<file path="src/rtl/uart_pkg.sv">
// Shared constants, state encodings and framing helpers for the UART command slave.
package uart_pkg;

    localparam int unsigned BR_DEFAULT = 434;
    localparam int unsigned DATA_BITS  = 8;
    localparam int unsigned FRAME_BITS = 11;
    localparam int unsigned RW_BIT     = 7;

    localparam int unsigned CNT_W = 9;
    localparam int unsigned IDX_W = 4;
    localparam int unsigned PER_W = 5;

    typedef enum logic [3:0] {
        WAIT_HDR,
        WAIT_DATA,
        WR_STROBE,
        RD_REQ,
        RD_CAP,
        TURN,
        TX_START,
        TX_DATA,
        TX_PARITY,
        TX_STOP
    } state_t;

    typedef enum logic [1:0] {
        RX_IDLE,
        RX_START,
        RX_BITS
    } rx_state_t;

    // Odd parity: the parity bit makes the total count of ones odd.
    function automatic logic odd_parity(input logic [DATA_BITS-1:0] d);
        return ~^d;
    endfunction

endpackage

</file>
<file path="src/rtl/uart_cmd_slave_rx.sv">
// Byte receiver: synchronizer, start validation, mid-bit sampling, parity/stop check.
module uart_byte_rx
    import uart_pkg::*;
#(
    parameter int unsigned BR = BR_DEFAULT
) (
    input  logic       clk,
    input  logic       rst_n,
    input  logic       enable,
    input  logic       rx,
    output logic       byte_vld,
    output logic [7:0] byte_data,
    output logic       byte_err,
    output logic       rx_active_c
);

    localparam logic [CNT_W-1:0] HALF_LAST = CNT_W'(BR / 2 - 1);
    localparam logic [CNT_W-1:0] BIT_LAST  = CNT_W'(BR - 1);
    localparam logic [IDX_W-1:0] PAR_IDX   = IDX_W'(DATA_BITS);

    logic             rx_s1;
    logic             rx_s2;
    logic             rx_prev;
    rx_state_t        state;
    logic [CNT_W-1:0] cnt;
    logic [IDX_W-1:0] idx;
    logic [7:0]       shreg;
    logic             par_bit;

    assign rx_active_c = (state != RX_IDLE);

    // Two-flop synchronizer plus one history flop for falling-edge detection.
    always_ff @(posedge clk) begin
        if (!rst_n) begin
            rx_s1   <= 1'b1;
            rx_s2   <= 1'b1;
            rx_prev <= 1'b1;
        end else begin
            rx_s1   <= rx;
            rx_s2   <= rx_s1;
            rx_prev <= rx_s2;
        end
    end

    // Start validation at half a bit, then sample data, parity and stop at mid-bit.
    always_ff @(posedge clk) begin
        if (!rst_n) begin
            state     <= RX_IDLE;
            cnt       <= '0;
            idx       <= '0;
            shreg     <= '0;
            par_bit   <= 1'b0;
            byte_vld  <= 1'b0;
            byte_data <= '0;
            byte_err  <= 1'b0;
        end else begin
            byte_vld <= 1'b0;
            byte_err <= 1'b0;
            if (!enable) begin
                state <= RX_IDLE;
                cnt   <= '0;
            end else begin
                case (state)
                    RX_IDLE: begin
                        if (rx_prev && !rx_s2) begin
                            state <= RX_START;
                            cnt   <= '0;
                        end
                    end
                    RX_START: begin
                        if (cnt == HALF_LAST) begin
                            cnt   <= '0;
                            idx   <= '0;
                            state <= rx_s2 ? RX_IDLE : RX_BITS;
                        end else begin
                            cnt <= cnt + CNT_W'(1);
                        end
                    end
                    RX_BITS: begin
                        if (cnt == BIT_LAST) begin
                            cnt <= '0;
                            idx <= idx + IDX_W'(1);
                            if (idx < PAR_IDX) begin
                                shreg <= {rx_s2, shreg[7:1]};
                            end else if (idx == PAR_IDX) begin
                                par_bit <= rx_s2;
                            end else begin
                                state <= RX_IDLE;
                                if (rx_s2 && (par_bit == odd_parity(shreg))) begin
                                    byte_vld  <= 1'b1;
                                    byte_data <= shreg;
                                end else begin
                                    byte_err <= 1'b1;
                                end
                            end
                        end else begin
                            cnt <= cnt + CNT_W'(1);
                        end
                    end
                    default: state <= RX_IDLE;
                endcase
            end
        end
    end

endmodule

</file>
<file path="src/rtl/uart_cmd_slave.sv">
// UART register-access responder: decodes write/read commands and answers reads on tx.
module uart_cmd_slave
    import uart_pkg::*;
#(
    parameter int unsigned BR         = BR_DEFAULT,
    parameter int unsigned TURNAROUND = 2,
    parameter int unsigned TIMEOUT    = 16
) (
    input  logic       clk,
    input  logic       rst_n,
    input  logic       rx,
    output logic       tx,
    output logic       reg_wr_en,
    output logic       reg_rd_en,
    output logic [6:0] reg_addr,
    output logic [7:0] reg_wdata,
    input  logic [7:0] reg_rdata,
    output logic       busy,
    output logic       frame_err
);

    localparam logic [CNT_W-1:0] BIT_LAST     = CNT_W'(BR - 1);
    localparam logic [PER_W-1:0] TURN_LAST    = PER_W'(TURNAROUND - 1);
    localparam logic [PER_W-1:0] TIMEOUT_LAST = PER_W'(TIMEOUT - 1);
    localparam logic [IDX_W-1:0] DATA_LAST    = IDX_W'(DATA_BITS - 1);

    state_t           state;
    logic [CNT_W-1:0] bit_cnt;
    logic [IDX_W-1:0] bit_idx;
    logic [PER_W-1:0] per_cnt;
    logic [7:0]       tx_shreg;
    logic             tx_par;

    logic             rx_enable_c;
    logic             byte_vld;
    logic [7:0]       byte_data;
    logic             byte_err;
    logic             rx_active_c;

    // Receiver listens only while no read response is in flight (half duplex).
    assign rx_enable_c = (state == WAIT_HDR) || (state == WAIT_DATA) || (state == WR_STROBE);

    uart_byte_rx #(
        .BR (BR)
    ) u_rx (
        .clk         (clk),
        .rst_n       (rst_n),
        .enable      (rx_enable_c),
        .rx          (rx),
        .byte_vld    (byte_vld),
        .byte_data   (byte_data),
        .byte_err    (byte_err),
        .rx_active_c (rx_active_c)
    );

    // Command FSM with the transmit shifter and the turnaround/timeout counter.
    always_ff @(posedge clk) begin
        if (!rst_n) begin
            state     <= WAIT_HDR;
            tx        <= 1'b1;
            reg_wr_en <= 1'b0;
            reg_rd_en <= 1'b0;
            reg_addr  <= '0;
            reg_wdata <= '0;
            busy      <= 1'b0;
            frame_err <= 1'b0;
            bit_cnt   <= '0;
            bit_idx   <= '0;
            per_cnt   <= '0;
            tx_shreg  <= '0;
            tx_par    <= 1'b0;
        end else begin
            reg_wr_en <= 1'b0;
            reg_rd_en <= 1'b0;
            frame_err <= 1'b0;
            case (state)
                WAIT_HDR: begin
                    bit_cnt <= '0;
                    per_cnt <= '0;
                    if (byte_vld) begin
                        reg_addr  <= byte_data[6:0];
                        busy      <= 1'b1;
                        reg_rd_en <= !byte_data[RW_BIT];
                        state     <= byte_data[RW_BIT] ? WAIT_DATA : RD_REQ;
                    end else if (byte_err) begin
                        frame_err <= 1'b1;
                    end
                end
                WAIT_DATA: begin
                    if (byte_vld) begin
                        reg_wdata <= byte_data;
                        reg_wr_en <= 1'b1;
                        state     <= WR_STROBE;
                    end else if (byte_err) begin
                        frame_err <= 1'b1;
                        busy      <= 1'b0;
                        state     <= WAIT_HDR;
                    end else if (!rx_active_c) begin
                        // Timeout clock pauses while a byte is being received.
                        if (bit_cnt == BIT_LAST) begin
                            bit_cnt <= '0;
                            if (per_cnt == TIMEOUT_LAST) begin
                                frame_err <= 1'b1;
                                busy      <= 1'b0;
                                state     <= WAIT_HDR;
                            end else begin
                                per_cnt <= per_cnt + PER_W'(1);
                            end
                        end else begin
                            bit_cnt <= bit_cnt + CNT_W'(1);
                        end
                    end
                end
                WR_STROBE: begin
                    busy  <= 1'b0;
                    state <= WAIT_HDR;
                end
                RD_REQ: begin
                    state <= RD_CAP;
                end
                RD_CAP: begin
                    tx_shreg <= reg_rdata;
                    tx_par   <= odd_parity(reg_rdata);
                    bit_cnt  <= '0;
                    per_cnt  <= '0;
                    state    <= TURN;
                end
                TURN: begin
                    if (bit_cnt == BIT_LAST) begin
                        bit_cnt <= '0;
                        if (per_cnt == TURN_LAST) begin
                            tx    <= 1'b0;
                            state <= TX_START;
                        end else begin
                            per_cnt <= per_cnt + PER_W'(1);
                        end
                    end else begin
                        bit_cnt <= bit_cnt + CNT_W'(1);
                    end
                end
                TX_START: begin
                    if (bit_cnt == BIT_LAST) begin
                        bit_cnt  <= '0;
                        bit_idx  <= '0;
                        tx       <= tx_shreg[0];
                        tx_shreg <= {1'b0, tx_shreg[7:1]};
                        state    <= TX_DATA;
                    end else begin
                        bit_cnt <= bit_cnt + CNT_W'(1);
                    end
                end
                TX_DATA: begin
                    if (bit_cnt == BIT_LAST) begin
                        bit_cnt <= '0;
                        if (bit_idx == DATA_LAST) begin
                            tx    <= tx_par;
                            state <= TX_PARITY;
                        end else begin
                            tx       <= tx_shreg[0];
                            tx_shreg <= {1'b0, tx_shreg[7:1]};
                            bit_idx  <= bit_idx + IDX_W'(1);
                        end
                    end else begin
                        bit_cnt <= bit_cnt + CNT_W'(1);
                    end
                end
                TX_PARITY: begin
                    if (bit_cnt == BIT_LAST) begin
                        bit_cnt <= '0;
                        tx      <= 1'b1;
                        state   <= TX_STOP;
                    end else begin
                        bit_cnt <= bit_cnt + CNT_W'(1);
                    end
                end
                TX_STOP: begin
                    if (bit_cnt == BIT_LAST) begin
                        bit_cnt <= '0;
                        busy    <= 1'b0;
                        state   <= WAIT_HDR;
                    end else begin
                        bit_cnt <= bit_cnt + CNT_W'(1);
                    end
                end
                default: state <= WAIT_HDR;
            endcase
        end
    end

endmodule

</file>
<file path="config.mk">
export PLATFORM = sky130hd
export DESIGN_NAME = uart_cmd_slave
export DESIGN_NICKNAME = d
export VERILOG_FILES = /design/src/rtl/uart_pkg.sv /design/src/rtl/uart_cmd_slave_rx.sv /design/src/rtl/uart_cmd_slave.sv
export SDC_FILE = /design/constraint.sdc
export NUM_CORES = 1
export LEC_CHECK = 0
export ABC_CLOCK_PERIOD_IN_PS = 2900
export BUFFER_PORTS_ARGS = -buffer_cell sky130_fd_sc_hd__buf_2
export CAP_MARGIN = 20
export CORE_UTILIZATION = 34
export DETAILED_ROUTE_END_ITERATION = 8
export GPL_ROUTABILITY_DRIVEN = 1
export GPL_TIMING_DRIVEN = 0
export SLEW_MARGIN = 20
export SYNTH_ARGS = -nofsm -noshare
export SYNTH_HDL_FRONTEND = slang
export SYNTH_SLANG_ARGS = --single-unit
</file>
<file path="constraint.sdc">
create_clock -name clk -period 2.9 [get_ports clk]
set_input_delay 0.145 -clock clk [delete_from_list [all_inputs] [get_ports clk]]
set_output_delay 0.145 -clock clk [all_outputs]
set_load 0.005 [all_outputs]
</file>
Word level (Yosys, flattened, before mapping)
Cells that the tools add are included.

$add $sub $neg: 5. $lt $le $gt $ge: 1. Muxes and demuxes: 75. Bitwise logic cells: 6. Eq/ne operators: 45. Reductions and logical operators: 40.

Operator list (number): 4-bit 2-to-1 mux (17); 9-bit 2-to-1 mux (7); 9-bit case mux with 3 select lines (2); 4-bit case mux with 9 select lines (1); 5-bit 2-to-1 mux (7); 2-bit inequality test, second input constant (15); 8-bit 2-to-1 mux (3); 8-bit case mux with 3 select lines (1); 1-bit 2-to-1 mux (23); 4-bit by 3-bit == test with 1-bit output, second input constant (5); 4-bit AND reduction (5); 9-bit by 1-bit adder with 9-bit output, second input constant (2); 9-bit == test, second input constant (2); 4-bit case mux with 2 select lines (2); 8-bit XNOR reduction (2); 5-bit case mux with 3 select lines (1); 2-bit 2-to-1 mux (7); 4-bit == test, second input constant (3); 6-bit AND reduction (2); 3-bit nonzero test (4); 11-bit AND reduction (1); 2-bit by 1-bit inequality test with 1-bit output, second input constant (5); 2-bit AND reduction (5); 5-bit AND reduction (2); other kinds (32) (48).

Register bits: 88. Output and inout port bits: 20. Bits of input ports: 11.

Longest topological paths before layout
Depth in word-level cells: 7. Depth in mapped cells: 8. Depth with buffers taken out: 8.

Cells and area by module
Synthesis repeated with hierarchy kept, for this count alone.

Cell total of the unflattened synthesis: 505. Area, all modules: 4398.0 um2.

Modules (own cells, without submodules): uart_cmd_slave (times used 1, area each 2565.0 um2, cells an instance 295, seq. area each 1021.0 um2); uart_byte_rx (times used 1, area each 1833.0 um2, cells an instance 210, seq. area each 740.7 um2).

Worst setup path before layout
OpenSTA, ideal clock, no wires.

Path type: register -> register. From: register per_cnt[0]. To: register state[3]. Path slack: 0.750 ns. Buffers on the path: 0. Cell stages (with the launch flop): 7. Arrival time: 2.080 ns. Period minus slack after synthesis: 2.150 ns. Path through: dfxtp_1 ha_1 or4b_2 a211oi_2 o21ai_1 or4_1 a21oi_1.

Word-level cells in the longest chain between the ends: 3. Elaborated cells on any way between the ends: 5.

Ends and longest elaborated chain: start: declaration (line uart_cmd_slave.sv:30) `logic [PER_W-1:0] per_cnt;`; start signal: assignment (line uart_cmd_slave.sv:107) `per_cnt <= per_cnt + PER_W'(1);`; start signal: assignment (line uart_cmd_slave.sv:135) `per_cnt <= per_cnt + PER_W'(1);`; 5-bit by 4-bit == test with 1-bit output or 5-bit by 1-bit == test with 1-bit output (tied branches) (line uart_cmd_slave.sv:102, uart_cmd_slave.sv:131); 4-bit by 1-bit inequality test with 1-bit output (no line) or 2-bit inequality test (tied branches); 11-bit AND reduction (no line) (*); end signal: assignment (line uart_cmd_slave.sv:84) `state <= byte_data[RW_BIT] ? WAIT_DATA : RD_REQ;`; end: declaration (line uart_cmd_slave.sv:27) `state_t state;`.

Every way passes the cells marked *; elsewhere a longest branch is shown, timed or not. A chain may end at the register's enable or synchronous reset.

Final worst setup path
From: register state[0]. To: register u_rx.byte_data[3].

Word-level cells in the longest chain between the ends: 4. Elaborated cells on any way between the ends: 6.

Ends and longest elaborated chain: 4-bit by 1-bit == test with 1-bit output or 4-bit logical NOT (tied branches) (line uart_cmd_slave.sv:41) `assign rx_enable_c = (state == WAIT_HDR) || (state == WAIT_DATA) || (state == WR_STROBE);`; 1-bit logical OR (line uart_cmd_slave.sv:41); 1-bit logical OR (*) (line uart_cmd_slave.sv:41); 6-bit AND reduction (no line) (*); end signal: assignment (line uart_cmd_slave_rx.sv:91) `byte_data <= shreg;`; end: declaration (line uart_cmd_slave_rx.sv:12) `output logic [7:0] byte_data,`.

Marks and branches as above.

==> impl_metrics.toml <==
[setup_path]
worst-endpoint-arrival_ns = 2.70
crit-reg2reg-capture = "u_rx.byte_data[3]"
crit_end = "u_rx.byte_data[3]"
r2r-start = "state[0]"
crit_chain = "clkbuf_1, a211oi_1, or4b_1, or2_0, clkbuf_1, o31ai_1, a21oi_1"
crit_required_ns = 3.11
worst_path_max_delay_cell = "or4b_1"
startpoint = "state[0]"
ff2ff_setup_slack_ns = 0.41
end_kind = "flop"
critical_path_class = "reg -> reg"
cpPeakStageDelay_ns = 0.52
start_kind = "flop"
reg2regPathDepth = 7
critPathMostFrequentCell = "clkbuf_1"
crit_fanout = 10

[grt]
grt_max_degree = 16
met1_usage = 0.196
grt_pass1_wl_um = 16500
grt_busiest_layer = "met2"
grt-ovfl-total = 0
grtUsageMet2 = 0.268
grt_util_met3 = 0.0311
grtUsageTotal = 0.156
antenna_found_initial = 0
grt_pass1_vias = 3515

[min_path]
hold_class = "in -> reg"
min-delay-start = "rx"

[clock_tree]
post-cts-setup-buffers = 0
clkLatencyLatePin_ns = 0.34
numCtsBuffers = 9
cts.sinks = 88
max-clock-path-buffers = 2
path_clk_slew_ns = 0.07
hold_buffers = 0
cts_resized = 0
cts_tree = "yes"
h-tree-depth = 3
cts-root-buf = "clkbuf_16"

[yosys]
syn_avg_cell_area_um2 = 8.55
synth_top_cell_by_area = "dfxtp_1"
synth_edf_count = 0
synth.distinct_cells = 67
synth_fp_nets = 535
netlist_area_um2 = 4350
ys_warn_count = 0
synth_top_area_share = 0.405
synthCells = 509
async_reset_ff_frac = 0
synth.area.top_cells = "dfxtp_1 40%, nor2_1 5.5%, a21oi_1 4.8%"
ys_seq_area_frac = 0.405
ys_seq_elements = 88
ys.flop_type = "dfxtp_1"

[place]
dp_worst_setup_slack_ns = 0.455
dp.cells = 707
finalWeightedCongestion = 0.877
numPortBuffers = 30
hpwlAfterDp_um = 7010

[pwr]
leakagePower_nw = 1.83
power_frac_seq = 0.396
p_sw_mw = 1.05
p_sw_frac = 0.317
power_density_nw_per_um2 = 656
pwr-share-comb = 0.236
p_int_mw = 2.25
p_clk_frac = 0.368
vdd_drop_max_mv = 0.535

[die]
start_util = 0.355
die_area_um2 = 13300
die_x_um = 115
core_area_um2 = 12300
die_h_um = 115
pin_count = 31
rows = 40

[final_layout]
final_cells = 723
fill_cells = 1223
final_common_cell = "dfxtp_1"
diodes = 0
drive_above_1_share = 0.128
final_cell_mix = "88 x dfxtp_1, 64 x nor2_1, 48 x nand2_1"
utilization = 0.410
areaGrowthSynthToFinish_pct = 15.6
fin_nets = 576

[timing]
setup_ws_ns = 0.412
maxSlewViolCount = 0
final.setup.tns_ns = 0
hold_viol_final = 0
rsz0062_at_grt = "false"
max_slew.worst_pin.slew_ns = 1.03
period_needed_ns = 2.49
final.setup_skew_ns = 0.00673
relSlewSlack = 0.295
timing.final.crit_share = 0.858
fmax_mhz = 402
report.final.setup_viol = 0

[flow_run]
max_cap_violations = 0

[detailed_routing]
ant_nets = 0
post-route-drc-count = 0
wl_per_cell_um = 13.6
vias = 3744
drtIter0Drc = 136
wirelength_um = 9870
dr.pass1.iters = 4
viasPerCell = 5.18

[run_status]
status = "completed"
==> cell families (layout without fill, tap and decap cells) <==
kind of cell             Yosys count  in the layout  synth area share
buffers and inverters             44             90            0.0417
adder cells (fa/ha/maj)           15             15            0.0431
AO/OA/AOI/OAI                    104            104             0.163
AND/OR/NAND/NOR                  210            210             0.243
flip-flops                        88             88             0.405
multiplexers                      13             13            0.0305
XOR/XNOR                          35             35            0.0736
==> how the worst min path moves through the flow <==
| stage | to | slack (ns) | cells past startpoint |
|---|---|---|---|
| 6_report | u_rx.rx_s1 | 0.003 | 2 |
| 5_1_grt | u_rx.rx_s1 | 0.02 | 2 |
| 4_1_cts | u_rx.rx_s1 | 0.01 | 2 |
| 3_5_place_dp | u_rx.rx_s1 | 0.37 | 2 |
| 3_3_place_gp | u_rx.rx_s1 | 0.37 | 2 |
| 2_1_floorplan | u_rx.rx_s1 | 0.25 | 1 |
==> through the flow <==
| step | area [um^2] | hold WS (ns) | total power, mW |
|---|---|---|---|
| 6_report | 5030 | 0.00300 | 3.30 |
| 5_1_grt | 5030 | 0.0192 | 3.46 |
| 4_1_cts | 5030 | 0.0138 | 3.32 |
| 3_5_place_dp | 4710 | 0.368 | 2.10 |
| 3_3_place_gp | 4710 | 0.367 | 2.09 |
| 2_1_floorplan | 4350 | 0.246 | 1.92 |
==> synth_stat cells (3+ instances only) <==
cell	n
a311oi_1	4
or4_1	4
and3_1	7
a211oi_1	3
nand4_1	18
nor2_1	64
inv_1	18
nor3_1	5
a311oi_2	3
a21oi_1	42
o31ai_1	12
xnor2_1	19
o21ai_0	18
clkbuf_1	21
nand2b_1	6
xor2_1	15
mux2i_1	11
ha_1	15
dfxtp_1	88
or3_1	4
nand3_1	25
nor2b_1	3
nor4_1	3
nand2_1	48
==> routing by layer <==
layer | wire, um | vias to the layer above
li1 | - | 1875
met1 | 4550 | 1795
met2 | 4850 | 58
met3 | 314 | 16
met4 | 147 | 0
met5 | 0 | -
==> critical path: cells and delay by family (launching register included) <==
family,cells,cell delay [ns]
compound gates,3,0.89
buf+inv,2,0.42
flops,1,0.29
simple gates,2,0.74
==> flip-flops by register name, indices dropped and copies added, names as in the netlist, 2 cells and up <==
register	flops
bit_idx	4
u_rx.cnt	9
state	4
bit_cnt	9
reg_addr	7
tx_shreg	8
u_rx.state	2
u_rx.byte_data	8
per_cnt	5
reg_wdata	8
u_rx.idx	4
u_rx.shreg	8
==> layout make-up <==
class	instances	area, um^2	share of cell area
clock buffers	11	253	0.0502
inverters	19	71.3	0.0142
plain buffers	25	110	0.0219
well taps	168	210	0.0418
repair buffers	30	150	0.0299
multi-input cells	377	2410	0.479
clock inverters	5	63.8	0.0127
flip-flops and latches	88	1760	0.350
==> power groups by stage <==
| stage | registers, mW | clock network (mW) | logic (mW) |
|---|---|---|---|
| floorplan | 1.32 | 0 | 0.597 |
| global placement | 1.33 | 0 | 0.760 |
| detailed placement | 1.33 | 0 | 0.769 |
| CTS | 1.31 | 1.24 | 0.776 |
| global route | 1.31 | 1.28 | 0.861 |
| finish | 1.31 | 1.21 | 0.779 |
(Power assumes the default switching activity.)
